<file path="config.mk">
export PLATFORM = sky130hd
export DESIGN_NAME = counter_top
export DESIGN_NICKNAME = d
export VERILOG_FILES = /design/src/rtl/counter_top_pkg.sv /design/src/rtl/fnd_controller.sv /design/src/rtl/counter_top.sv
export SDC_FILE = /design/constraint.sdc
export NUM_CORES = 1
export LEC_CHECK = 0
export ABC_AREA = 1
export ABC_CLOCK_PERIOD_IN_PS = 20600
export BUFFER_PORTS_ARGS = -buffer_cell sky130_fd_sc_hd__buf_2
export CORE_UTILIZATION = 66
export CTS_CLUSTER_DIAMETER = 40
export CTS_CLUSTER_SIZE = 10
export DETAILED_ROUTE_END_ITERATION = 12
export MAX_ROUTING_LAYER = met4
export PLACE_DENSITY = 0.83
export SYNTH_ARGS = -nofsm -noshare
export SYNTH_HDL_FRONTEND = slang
export SYNTH_SLANG_ARGS = --single-unit
export TNS_END_PERCENT = 5
</file>
<file path="constraint.sdc">
create_clock -name clk -period 20.6 [get_ports clk]
set_input_delay 1.03 -clock clk [delete_from_list [all_inputs] [get_ports clk]]
set_output_delay 1.03 -clock clk [all_outputs]
set_load 0.01 [all_outputs]
</file>
<file path="src/rtl/counter_top_pkg.sv">
// Shared constants for the 4-digit up/down counter with multiplexed 7-segment display.
// Holds count range, default divider ratios, digit-select reset pattern and segment codes.
package counter_top_pkg;

    localparam int unsigned MAX_COUNT    = 9999;
    localparam int unsigned COUNT_W      = 14;
    localparam int unsigned TICK_DIV_DEF = 10_000_000;
    localparam int unsigned SCAN_DIV_DEF = 100_000;

    // Active-low segment codes {dp,g,f,e,d,c,b,a}; dp stays off (1) in every code
    localparam logic [7:0] SEG_0     = 8'hC0;
    localparam logic [7:0] SEG_1     = 8'hF9;
    localparam logic [7:0] SEG_2     = 8'hA4;
    localparam logic [7:0] SEG_3     = 8'hB0;
    localparam logic [7:0] SEG_4     = 8'h99;
    localparam logic [7:0] SEG_5     = 8'h92;
    localparam logic [7:0] SEG_6     = 8'h82;
    localparam logic [7:0] SEG_7     = 8'hF8;
    localparam logic [7:0] SEG_8     = 8'h80;
    localparam logic [7:0] SEG_9     = 8'h90;
    localparam logic [7:0] SEG_BLANK = 8'hFF;

    localparam logic [3:0] COM_RESET = 4'b1110;

    // BCD digit to active-low segment pattern; non-decimal values blank the digit
    function automatic logic [7:0] seg_decode(input logic [3:0] digit);
        logic [7:0] seg;
        case (digit)
            4'd0:    seg = SEG_0;
            4'd1:    seg = SEG_1;
            4'd2:    seg = SEG_2;
            4'd3:    seg = SEG_3;
            4'd4:    seg = SEG_4;
            4'd5:    seg = SEG_5;
            4'd6:    seg = SEG_6;
            4'd7:    seg = SEG_7;
            4'd8:    seg = SEG_8;
            4'd9:    seg = SEG_9;
            default: seg = SEG_BLANK;
        endcase
        return seg;
    endfunction

endpackage

</file>
<file path="src/rtl/fnd_controller.sv">
// Scans the four digits of a 0..9999 value onto a multiplexed 7-segment display.
// Ports: clk, rst (async active-low), count (value to show, 14b),
//        fnd_com (active-low digit select, bit0 = ones), fnd_data (active-low segments).
// count is the counter's next-state value, so the registered outputs track the
// count on the same edge that the count register changes.
module fnd_controller
    import counter_top_pkg::*;
#(
    parameter int unsigned SCAN_DIV = SCAN_DIV_DEF
) (
    input  logic               clk,
    input  logic               rst,
    input  logic [COUNT_W-1:0] count,
    output logic [3:0]         fnd_com,
    output logic [7:0]         fnd_data
);

    localparam int unsigned SCAN_W = (SCAN_DIV > 1) ? $clog2(SCAN_DIV) : 1;

    logic [SCAN_W-1:0] scan_cnt;
    logic              w_clk_div;
    logic [1:0]        digit_idx;
    logic [1:0]        digit_idx_d;
    logic [3:0]        digit_val;

    // Scan divider: one-cycle pulse every SCAN_DIV clocks
    assign w_clk_div = (scan_cnt == SCAN_W'(SCAN_DIV - 1));

    always_ff @(posedge clk or negedge rst) begin
        if (!rst) begin
            scan_cnt <= '0;
        end else if (w_clk_div) begin
            scan_cnt <= '0;
        end else begin
            scan_cnt <= scan_cnt + SCAN_W'(1);
        end
    end

    assign digit_idx_d = w_clk_div ? digit_idx + 2'd1 : digit_idx;

    always_ff @(posedge clk or negedge rst) begin
        if (!rst) begin
            digit_idx <= 2'd0;
        end else begin
            digit_idx <= digit_idx_d;
        end
    end

    // BCD split and digit mux, keyed on the index being loaded this edge
    always_comb begin
        digit_val = 4'd0;
        case (digit_idx_d)
            2'd0: digit_val = 4'(count % COUNT_W'(10));
            2'd1: digit_val = 4'((count / COUNT_W'(10)) % COUNT_W'(10));
            2'd2: digit_val = 4'((count / COUNT_W'(100)) % COUNT_W'(10));
            2'd3: digit_val = 4'(count / COUNT_W'(1000));
            default: digit_val = 4'd0;
        endcase
    end

    // Select and segment registers load together so digits never blank between steps
    always_ff @(posedge clk or negedge rst) begin
        if (!rst) begin
            fnd_com  <= COM_RESET;
            fnd_data <= SEG_0;
        end else begin
            fnd_com  <= ~(4'b0001 << digit_idx_d);
            fnd_data <= seg_decode(digit_val);
        end
    end

endmodule

</file>
<file path="src/rtl/counter_top.sv">
// 4-digit decimal up/down counter (0..9999) stepped by a free-running tick divider,
// shown on a multiplexed 7-segment display.
// Ports: clk, rst (async active-low), mode (0 up / 1 down), enable, clear (sync, level),
//        fnd_com (active-low digit select), fnd_data (active-low segments {dp,g..a}).
module counter_top
    import counter_top_pkg::*;
#(
    parameter int unsigned TICK_DIV = TICK_DIV_DEF,
    parameter int unsigned SCAN_DIV = SCAN_DIV_DEF
) (
    input  logic       clk,
    input  logic       rst,
    input  logic       mode,
    input  logic       enable,
    input  logic       clear,
    output logic [3:0] fnd_com,
    output logic [7:0] fnd_data
);

    localparam int unsigned TICK_W = (TICK_DIV > 1) ? $clog2(TICK_DIV) : 1;

    logic [TICK_W-1:0]  tick_cnt;
    logic               tick;
    logic [COUNT_W-1:0] count;
    logic [COUNT_W-1:0] count_d;

    // Tick divider free-runs regardless of enable
    assign tick = (tick_cnt == TICK_W'(TICK_DIV - 1));

    always_ff @(posedge clk or negedge rst) begin
        if (!rst) begin
            tick_cnt <= '0;
        end else if (tick) begin
            tick_cnt <= '0;
        end else begin
            tick_cnt <= tick_cnt + TICK_W'(1);
        end
    end

    // Next count: clear beats tick; wrap at both ends of 0..9999
    always_comb begin
        count_d = count;
        if (clear) begin
            count_d = '0;
        end else if (tick && enable) begin
            if (mode) begin
                count_d = (count == '0) ? COUNT_W'(MAX_COUNT) : count - COUNT_W'(1);
            end else begin
                count_d = (count == COUNT_W'(MAX_COUNT)) ? '0 : count + COUNT_W'(1);
            end
        end
    end

    always_ff @(posedge clk or negedge rst) begin
        if (!rst) begin
            count <= '0;
        end else begin
            count <= count_d;
        end
    end

    fnd_controller #(
        .SCAN_DIV (SCAN_DIV)
    ) U_FND_CONTROLLER (
        .clk      (clk),
        .rst      (rst),
        .count    (count_d),
        .fnd_com  (fnd_com),
        .fnd_data (fnd_data)
    );

endmodule

</file>
==> impl_summary.md <==
Outcome
The flow ran to the end, and the final reports show no timing, DRC or antenna violations.

Synthesis
Counting flops and latches in the post-synthesis netlist gives 68. The synthesized netlist net count is approximately 1,600. Of the total synthesized cell area, the portion taken by full adders, half adders and majority gates is 0.0941. The xor-xnor portion of the synthesized cell area is 0.0619.

The async set-reset flop share out of synthesis is 1.00. Ranked by total cell area, the synthesized netlist is headed by dfrtp_1 (17%), nand2_1 (15%), inv_1 (10%). Among all flip-flop cells after synthesis, the most frequent one is dfrtp_1. The dominant combinational cell family by area after synthesis is simple AND/OR/NAND/NOR gates. Counting every instance in the synthesized netlist gives 1,479. The synthesis warning total is 0. The synthesized netlist contains 55 unique library cells. Of the total synthesized cell area, the portion taken by AND, OR, NAND and NOR gates is 0.427. The cell taking the most area after synthesis is dfrtp_1. Of the post-synthesis cell area, the part taken by muxes is 0.00123.

Of the post-synthesis cell area, the dominant cell type holds 0.175. Yosys mapped a number of flops with a built-in enable equal to 0. For this run, the register share of the synthesized area comes to 0.186. The mean cell area of the mapped netlist is 6.20 sq um. The post-synth design cell area is 9170 sq um. The share of the synthesized area in compound gates (AO/OA/AOI/OAI) is 0.106.

Final layout
The area growth from synthesis to layout is 7.37%. Of the cells placed in the final design, the portion with a size suffix greater than 1 is 0.143. For this run, the post-layout net count is 1,577. The number of antenna diodes in the final layout is 0.

The finished cells cover 9850 sq um.

Drt
For this block, the initial DRC count from the detailed router was 654. The first TritonRoute pass finished after 5 iterations. After detailed routing, the number of remaining DRC violations is 0. Summed over all layers, the routed wires come to around 21 mm.

The via density per instance is 5.44. The detailed-route wire length per cell is 12.8 microns. The number of nets still failing antenna checks after routing is 0. The routed layout has 9,165 vias.

Power
The analysis attributes to cell leakage a power of 5.75 nW. For this design the ratio of total power to cell area is 28.6 nW/um^2. Across the VDD grid, the largest voltage drop is around 0.000035 V.

Setup path
At the worst endpoint, the arrival time is 18,980 ps. The worst setup slack for register-to-register paths is 1850 ps. The endpoint identified for the worst register-to-register timing path is U_FND_CONTROLLER.fnd_data[3]$_DFF_PN0_. For the worst flop-to-flop path, the logic depth is around 140. The category of the worst setup path launch point is a flop. The cell repeated most along the worst path is nand2_1. The worst setup path is captured at a flop. The startpoint-to-endpoint class of the critical path is flop to flop.

On the worst path, the slowest cell contributes a delay of 380 ps. The cell at the slowest stage of the critical path is ha_1. The startpoint identified for the worst register-to-register timing path is U_FND_CONTROLLER.scan_cnt[0]$_DFF_PN0_. The worst-path maximum fanout is 25. At the worst endpoint, the required time is 20,830 ps.

Hold path
The endpoint of the worst hold-timing path is U_FND_CONTROLLER.scan_cnt[0]$_DFF_PN0_. The worst min-delay path startpoint is U_FND_CONTROLLER.scan_cnt[0]$_DFF_PN0_. The number of cells on the worst hold path is 1.

The type of the most critical hold path is flop to flop.

Floorplanning
The initial utilization of the core area, before any placement, comes to 0.684. In this run the core area contains 42 standard-cell rows. The floorplan step set the die height to 120 microns.

The total die area is 14,400 sq um. The die boundary width is approximately 120 microns. The boundary pin count is 17. The core footprint is 13,400 sq um.

Placement
The number of I/O port buffers is 15. The cell area after placement is 9380 sq um. The detailed placer's ending HPWL is 16.5 mm. At the end of routability-driven placement, the weighted congestion stood at 0.984.

Timing
The final clock period utilization by the worst path is 0.910. Static timing analysis puts the maximum clock frequency at 53.3 MHz. Across all hold checks on the routed design, the worst slack comes to 460 ps. The clock skew after layout is 5.25 ps. The actual slew at the worst max-slew pin is about 860 ps. Setup violations remaining at the end of the flow were counted as 0.

In this run the tightest slew margin relative to its limit is 0.427. The count of pins over their slew limit is 0. The final critical path time including I/O delays and setup is 18,750 ps.

The hold violation count in the final report is 0.

Clocking
The H-tree was split into 3 levels. The total of hold buffers inserted after clock tree synthesis is 0. The insertion delay of the later-clocked pin in the worst-skew pair is about 340 ps. The clock tree from TritonCTS is yes. The cell chosen for the clock root is clkbuf_16. In this run the deepest clock path goes through 2 buffers. The clock slew seen by the registers of the worst setup and hold paths is 60 ps.

The number of CTS-inserted buffers is 9. The number of sinks handled by clock tree synthesis is 68.

Global route
The first-pass GRT wire length is 36.0 mm. The initial antenna violation count is 0. The via count of the first global-routing pass is 8,508. In the global route stage, overall resource usage came out at 0.310. The pin count of the biggest net entering global routing is 69.

The overflow left after global routing is 0.

Job
Across the run, the number of max-cap violations was 0.
## layer usage
layer | share of wire | GRT usage | vias up
met5 | 0 | - | -
met4 | 0.015 | 0.0883 | 0
met3 | 0.036 | 0.0323 | 33
met2 | 0.50 | 0.563 | 213
met1 | 0.44 | 0.361 | 4162
li1 | - | - | 4757
## cells by family (layout without fill, tap and decap cells)
logic type	after synthesis	in the layout
simple gates	827	827
buf+inv	284	313
compound gates	165	165
fa+ha+maj	69	69
flops	68	68
xor+xnor	64	64
other cells	1	1
mux	1	1
## where the power goes
group / switching [mW] / internal (mW)
clock network: 0.0584 / 0.0843
registers: 0.000000000000000561 / 0.134
logic: 0.00461 / 0.000924
## cells in the final DEF (no fill, tap or decap), types with 3 or more instances in the layout
cell type and instances:
nand3_1 99, or2_2 12, nor3_1 29, nor2_4 10, clkinv_2 3, nand3_2 20, o21bai_1 5, xnor2_1 16
nor2_2 19, nand3_4 4, a31oi_1 4, clkbuf_16 9, a21oi_1 43, nor4_1 5, o211ai_1 6, o311ai_0 3
a21oi_4 3, o21ai_0 56, nor2_1 165, dfstp_2 4, nand4_1 28, nand2_1 364, dfrtp_1 64, nand2_2 41
buf_2 15, inv_2 18, inv_1 247, ha_1 68, buf_4 11, o21ai_1 13, nand3b_1 9, o21ai_2 8
a21oi_2 8, xor2_1 46, clkinv_1 3, nand2_4 13
## how the worst max path moves through the flow
stage,startpoint,end,slack [ps],depth (start not counted)
after detailed placement,U_FND_CONTROLLER.scan_cnt[0]$_DFF_PN0_,U_FND_CONTROLLER.fnd_data[3]$_DFF_PN0_,630,144
after global routing,U_FND_CONTROLLER.scan_cnt[0]$_DFF_PN0_,U_FND_CONTROLLER.fnd_data[3]$_DFF_PN0_,-220,146
after floorplan,U_FND_CONTROLLER.scan_cnt[0]$_DFF_PN0_,U_FND_CONTROLLER.fnd_data[3]$_DFF_PN0_,2310,145
final,U_FND_CONTROLLER.scan_cnt[0]$_DFF_PN0_,U_FND_CONTROLLER.fnd_data[3]$_DFF_PN0_,1850,142
after CTS,U_FND_CONTROLLER.scan_cnt[0]$_DFF_PN0_,U_FND_CONTROLLER.fnd_data[3]$_DFF_PN0_,590,145
after global placement,U_FND_CONTROLLER.scan_cnt[0]$_DFF_PN0_,U_FND_CONTROLLER.fnd_data[3]$_DFF_PN0_,1440,143
## worst max-delay path, delay by kind of cell (launching register included)
family                     cells  cell delay [ps]
muxes                          1              350
AOI/OAI and AO/OA             22             2960
DFF                            1              370
and+or+nand+nor               80             8360
buffers and inverters         23             2000
xor gates and xnor gates       1              250
adders and majority gates     15             4290
## cell type report
type,count,area (sq um)
fill,1171,3550
sequential,68,1710
clock inverter,6,38.8
multi-input combinational,1127,6440
inverter,270,1020
clock buffer,10,239
timing repair buffer,27,178
tap,176,220
## sequential cells by signal, indices dropped and copies added, names as in the netlist
name / count
count: 14
U_FND_CONTROLLER.digit_idx: 2
U_FND_CONTROLLER.fnd_com: 4
U_FND_CONTROLLER.fnd_data: 7
tick_cnt: 24
U_FND_CONTROLLER.scan_cnt: 17
## cells in the mapped netlist, types with 17 or more instances
master / instances
nor2_1: 172
ha_1: 69
dfrtp_1: 64
nand3_1: 101
a21oi_1: 50
xor2_1: 46
nand2_2: 41
nor3_1: 29
o21ai_0: 59
nand4_1: 28
inv_1: 250
xnor2_1: 17
nand2_1: 366
nand3_2: 18
## what timing repair did
item | 4_1_cts | 5_1_grt
resized for setup | 0 | 38
setup buffers | 0 | 8
setup endpoints to repair | 0 | 7
## through the flow
step                      setup TNS [ps]  total power, mW   util  cells  setup WS [ps]
after floorplan                        0            0.138      -   1479           2310
after global placement                 0            0.142  0.700   1660           1440
after detailed placement               0            0.142  0.700   1660            626
after CTS                              0            0.283  0.721   1676            591
after global routing                -925            0.290  0.735   1684           -223
final                                  0            0.282  0.735   1684           1850
(Power assumes the default switching activity.)
